`config.mk`:
```
export PLATFORM = sky130hd
export DESIGN_NAME = mem_bus_arbiter
export DESIGN_NICKNAME = d
export VERILOG_FILES = /design/src/rtl/mem_bus_arbiter.sv
export SDC_FILE = /design/constraint.sdc
export NUM_CORES = 1
export LEC_CHECK = 0
export CORE_ASPECT_RATIO = 1.25
export CORE_MARGIN = 5
export CORE_UTILIZATION = 30
export DETAILED_ROUTE_END_ITERATION = 10
export PLACE_DENSITY = 0.67
export SETUP_SLACK_MARGIN = 0.5
export SYNTH_ARGS = -nofsm -noshare
export SYNTH_HDL_FRONTEND = slang
export SYNTH_SLANG_ARGS = --single-unit
export TNS_END_PERCENT = 1
```
`constraint.sdc`:
```
create_clock -name CLK -period 4.5 [get_ports CLK]
set_input_delay 0.45 -clock CLK [delete_from_list [all_inputs] [get_ports CLK]]
set_output_delay 0.45 -clock CLK [all_outputs]
set_load 0.05 [all_outputs]
```
`src/rtl/mem_bus_arbiter.sv`:
```
// Two-requester arbiter sharing the data RAM and the GPIO register; addr >= RAM_DEPTH selects GPIO.
// Latency: grant at T (comb), access strobe at T+1, read rvalid at T+2; next grant T+3 (read) / T+2 (write).
// Backpressure: requesters hold req/addr/we/wdata until gnt; requests are sampled only while idle.
// Build option: define ARB_RR_EN for round-robin arbitration (default is fixed priority, m0 > m1).
module mem_bus_arbiter #(
  parameter int ADDR_W    = 11,
  parameter int DATA_W    = 32,
  parameter int RAM_DEPTH = 1024
) (
  input  logic                         CLK,
  input  logic                         RST_n,
  input  logic                         m0_req,
  input  logic                         m0_we,
  input  logic [ADDR_W-1:0]            m0_addr,
  input  logic [DATA_W-1:0]            m0_wdata,
  output logic                         m0_gnt,
  output logic                         m0_rvalid,
  output logic [DATA_W-1:0]            m0_rdata,
  input  logic                         m1_req,
  input  logic                         m1_we,
  input  logic [ADDR_W-1:0]            m1_addr,
  input  logic [DATA_W-1:0]            m1_wdata,
  output logic                         m1_gnt,
  output logic                         m1_rvalid,
  output logic [DATA_W-1:0]            m1_rdata,
  output logic                         ram_en,
  output logic                         ram_we,
  output logic [$clog2(RAM_DEPTH)-1:0] ram_addr,
  output logic [DATA_W-1:0]            ram_wdata,
  input  logic [DATA_W-1:0]            ram_rdata,
  output logic                         gpio_we,
  output logic [DATA_W-1:0]            gpio_wdata,
  input  logic [DATA_W-1:0]            gpio_rdata,
  output logic                         busy
);

  localparam int RAW = $clog2(RAM_DEPTH);
  // One extra bit so a GPIO base equal to 2**ADDR_W still compares correctly.
  localparam logic [ADDR_W:0] GPIO_BASE = (ADDR_W+1)'(RAM_DEPTH);

  typedef enum logic [1:0] {ST_IDLE, ST_ACCESS, ST_RESP} state_t;

  state_t              r_state;
  logic [RAW-1:0]      r_addr;
  logic [DATA_W-1:0]   r_wdata;
  logic                r_we;
  logic                r_owner;     // 0 = m0, 1 = m1
  logic                r_gpio;      // latched target decode
  logic [DATA_W-1:0]   r_gpio_q;    // GPIO value sampled during a read access
  logic                r_ram_en;
  logic                r_ram_we;
  logic                r_gpio_we;
  logic                r_m0_rvalid;
  logic                r_m1_rvalid;
  logic [DATA_W-1:0]   r_m0_rdata;  // last delivered data, held between responses
  logic [DATA_W-1:0]   r_m1_rdata;

  logic                w_idle;
  logic                w_gnt0;
  logic                w_gnt1;
  logic [ADDR_W-1:0]   w_addr;
  logic                w_we;
  logic [DATA_W-1:0]   w_wdata;
  logic                w_to_gpio;
  logic [DATA_W-1:0]   w_rd_src;

  assign w_idle = (r_state == ST_IDLE);

`ifdef ARB_RR_EN
  logic r_prio_m1;  // 1 when m1 wins a tie (m0 was granted last); reset favours m0

  // Round-robin pointer: flips toward the requester that was not just served
  always_ff @(posedge CLK or negedge RST_n) begin
    if (!RST_n) begin
      r_prio_m1 <= 1'b0;
    end else if (w_gnt0 || w_gnt1) begin
      r_prio_m1 <= w_gnt0;
    end
  end

  assign w_gnt0 = w_idle & m0_req & (~m1_req | ~r_prio_m1);
  assign w_gnt1 = w_idle & m1_req & (~m0_req |  r_prio_m1);
`else
  assign w_gnt0 = w_idle & m0_req;
  assign w_gnt1 = w_idle & m1_req & ~m0_req;
`endif

  assign m0_gnt    = w_gnt0;
  assign m1_gnt    = w_gnt1;

  assign w_addr    = w_gnt1 ? m1_addr  : m0_addr;
  assign w_we      = w_gnt1 ? m1_we    : m0_we;
  assign w_wdata   = w_gnt1 ? m1_wdata : m0_wdata;
  assign w_to_gpio = ({1'b0, w_addr} >= GPIO_BASE);

  // RAM data arrives one cycle after ram_en, i.e. exactly in RESP, so it is passed straight through
  assign w_rd_src  = r_gpio ? r_gpio_q : ram_rdata;

  // Access sequencer: latch the granted request, pulse the strobes, then deliver read data
  always_ff @(posedge CLK or negedge RST_n) begin
    if (!RST_n) begin
      r_state     <= ST_IDLE;
      r_addr      <= '0;
      r_wdata     <= '0;
      r_we        <= 1'b0;
      r_owner     <= 1'b0;
      r_gpio      <= 1'b0;
      r_gpio_q    <= '0;
      r_ram_en    <= 1'b0;
      r_ram_we    <= 1'b0;
      r_gpio_we   <= 1'b0;
      r_m0_rvalid <= 1'b0;
      r_m1_rvalid <= 1'b0;
      r_m0_rdata  <= '0;
      r_m1_rdata  <= '0;
    end else begin
      r_ram_en  <= 1'b0;
      r_ram_we  <= 1'b0;
      r_gpio_we <= 1'b0;
      case (r_state)
        ST_IDLE: begin
          if (w_gnt0 || w_gnt1) begin
            r_addr    <= w_addr[RAW-1:0];
            r_wdata   <= w_wdata;
            r_we      <= w_we;
            r_owner   <= w_gnt1;
            r_gpio    <= w_to_gpio;
            r_ram_en  <= ~w_to_gpio;
            r_ram_we  <= ~w_to_gpio & w_we;
            r_gpio_we <= w_to_gpio & w_we;
            r_state   <= ST_ACCESS;
          end
        end
        ST_ACCESS: begin
          if (r_gpio && !r_we) begin
            r_gpio_q <= gpio_rdata;
          end
          if (r_we) begin
            r_state <= ST_IDLE;
          end else begin
            r_m0_rvalid <= ~r_owner;
            r_m1_rvalid <= r_owner;
            r_state     <= ST_RESP;
          end
        end
        ST_RESP: begin
          r_m0_rvalid <= 1'b0;
          r_m1_rvalid <= 1'b0;
          if (r_m0_rvalid) r_m0_rdata <= w_rd_src;
          if (r_m1_rvalid) r_m1_rdata <= w_rd_src;
          r_state <= ST_IDLE;
        end
        default: r_state <= ST_IDLE;
      endcase
    end
  end

  assign ram_en     = r_ram_en;
  assign ram_we     = r_ram_we;
  assign ram_addr   = r_addr;
  assign ram_wdata  = r_wdata;
  assign gpio_we    = r_gpio_we;
  assign gpio_wdata = r_wdata;
  assign m0_rvalid  = r_m0_rvalid;
  assign m1_rvalid  = r_m1_rvalid;
  assign m0_rdata   = r_m0_rvalid ? w_rd_src : r_m0_rdata;
  assign m1_rdata   = r_m1_rvalid ? w_rd_src : r_m1_rdata;
  assign busy       = (r_state != ST_IDLE);

endmodule
```
==> reports/metrics.csv <==
metric,value,unit
hold_viol,0,
ctsHoldBuffers,0,
critical_path_class,register to output pin,
fmax,297,MHz
reg2reg_slack,2.19,ns
yosysMostFrequentCell,dfrtp_1,
finClkSkew,0.0140,ns
grt_pass1_wl,33800,µm
grt.overflow.total,0,
post_drt_wl_per_cell,17.6,µm
postSynthAreaPerCell,10.3,µm²
syn_area,6870,µm²
worstPathArrival,2.92,ns
synth_top_area_share,0.539,
ys.flop_type,dfrtp_1,
start_util,0.301,
synth_warnings,0,
fin_ws,1.13,ns
grt_antenna_before_repair,0,
grt_max_degree,83,
routed_wl,21400,µm
dp_slack,1.37,ns
finalWeightedCongestion,0.736,
wl_met1,8800,µm
cts_setup_buffers,0,
clk_pin_slew_worst_paths,0.06,ns
vias,5784,
ys_seq_area_frac,0.539,
area_growth_syn_to_layout,52.0,%
setup_tns,0,ns
wl_met2,10600,µm
synth_common_cells,"dfrtp_1, a21oi_1, nor2_1, nand2_1, o21ai_0",
core,22800,µm²
fin_crit_sh,0.749,
worstHoldPathType,input pin to async pin,
cp_data_required_time,4.05,ns
numClockSinks,148,
synth_edf_count,0,
grt_pass1_vias,6103,
yosys_register_bits,148,
post-route-util,0.458,
clk_path_buf_depth,2,
drc,0,
register_area,3710,µm²
r2r_end,r_m0_rdata[24],
startpoint_type,register,
dr.pass1.iters,5,
cts_root_buffer,clkbuf_16,
crit_path_end,m0_rdata[23],
status,"finished, final reports clean",
io_buffers,301,
critical_path.startpoint,r_gpio,
insertedDiodeCount,0,
finalSetupViolations,0,
nNetsFinal,1073,
worst_r2r_startpoint,m0_rvalid,
clkLatencyLatePin,0.42,ns
path_max_fanout,18,
end_kind,output pin,
synth_top_area_cell,dfrtp_1,
slew_violations,0,
ctsHtreeMaxLevel,4,
finalNonFillerCells,1218,
async_reset_ff_frac,1.00,
dr_wl_met3,1820,µm
antenna_left,0,
syn_inst,665,
rows,62,
vias_per_cell,4.75,
ioPinCount,302,
die_area,26000,µm²
fillers,2214,
cts_made_buffers,17,
cts_tree,done,
drv_cap,0,
rsz0062_at_grt,false,
drive_gt1_frac,0.0914,
netlist-cell-type-count,27,
highest-signal-layer,met4,
post_cts_resize_count,0,
slew_headroom,0.369,
dieWidth,145,µm
period_needed,3.37,ns
synth.area.top_cells,"dfrtp_1, a221o_1, mux2_2",
place_hpwl,15600,µm
dp.cells,1186,
r2r_cells,5,
grt.total_usage,0.164,
die_h,179,µm
drt_iter0_markers,214,
multi_input_area,2680,µm²
worst_pin_slew,0.947,ns
synth_fp_nets,821,
## cell usage in the layout, fill, tap and decap left out, types with 2 or more instances in the layout
cell type	synthesis	routed
nand2_1	66	66
inv_8	0	2
clkinv_4	1	3
inv_6	0	6
a21oi_1	68	68
mux2_2	31	31
dfrtp_2	0	3
o21ai_0	66	66
clkinv_2	0	3
a221o_1	42	42
o221a_2	2	2
buf_4	35	11
a22o_1	3	3
and2_1	43	43
clkbuf_16	0	17
clkdlybuf4s50_1	0	300
mux2i_1	32	32
inv_1	3	3
dfrtp_1	148	145
nor2_1	68	68
nand3_1	2	2
nand3b_1	4	4
## layout make-up
cell class	instances	share of cell area
Sequential cell	148	0.355
Timing Repair Buffer	312	0.297
Multi-Input combinational cell	433	0.257
Clock buffer	17	0.0407
Tap cell	288	0.0345
Clock inverter	15	0.0139
Inverter	5	0.00228
## metrics by stage
step	instance area (µm²)	hold WS, ns
finish	10400	0.0879
detailed placement	9870	0.471
global placement	9870	0.463
CTS	10400	0.103
global route	10400	0.134
floorplan	6870	0.154
## how the worst min path moves through the flow
stage / slack, ns / from / cells past startpoint / end
2_1_floorplan: 0.15 / RST_n / 0 / gpio_wdata[0]
3_3_place_gp: 0.46 / r_m0_rdata[11] / 2 / r_m0_rdata[11]
3_5_place_dp: 0.47 / r_m1_rdata[11] / 2 / r_m1_rdata[11]
4_1_cts: 0.10 / RST_n / 1 / r_gpio_q[29]
5_1_grt: 0.13 / RST_n / 1 / r_m0_rdata[29]
6_report: 0.09 / RST_n / 1 / r_m0_rdata[25]
## per-layer routing
metal	vias up	global-route usage
met5	-	0
met4	0	0.0400
met3	12	0.0625
met2	224	0.278
met1	2746	0.197
li1	2802	-
## cell families after synthesis
family	share of synthesized area
multiplexers	0.0991
AO/OA/AOI/OAI	0.168
flip-flops	0.539
buffers and inverters	0.0718
AND/OR/NAND/NOR	0.122
## flip-flops by register name, indices dropped and copies added, names as in the netlist
name / cells
gpio_wdata: 32
r_gpio_q: 32
r_m0_rdata: 32
r_m1_rdata: 32
ram_addr: 10
r_state: 2
gpio_we: 1
m0_rvalid: 1
m1_rvalid: 1
r_gpio: 1
r_owner: 1
r_we: 1
ram_en: 1
ram_we: 1
## critical path, stage by stage (launching register included)
cell,delay [ns]
dfrtp_2,0.76
buf_4,0.45
mux2i_1,0.20
a21oi_1,0.25
clkdlybuf4s50_1,0.84
Power is left out: the tool's default activity adds up to more than one toggle a clock period on the data nets, which glitch-free logic cannot reach.
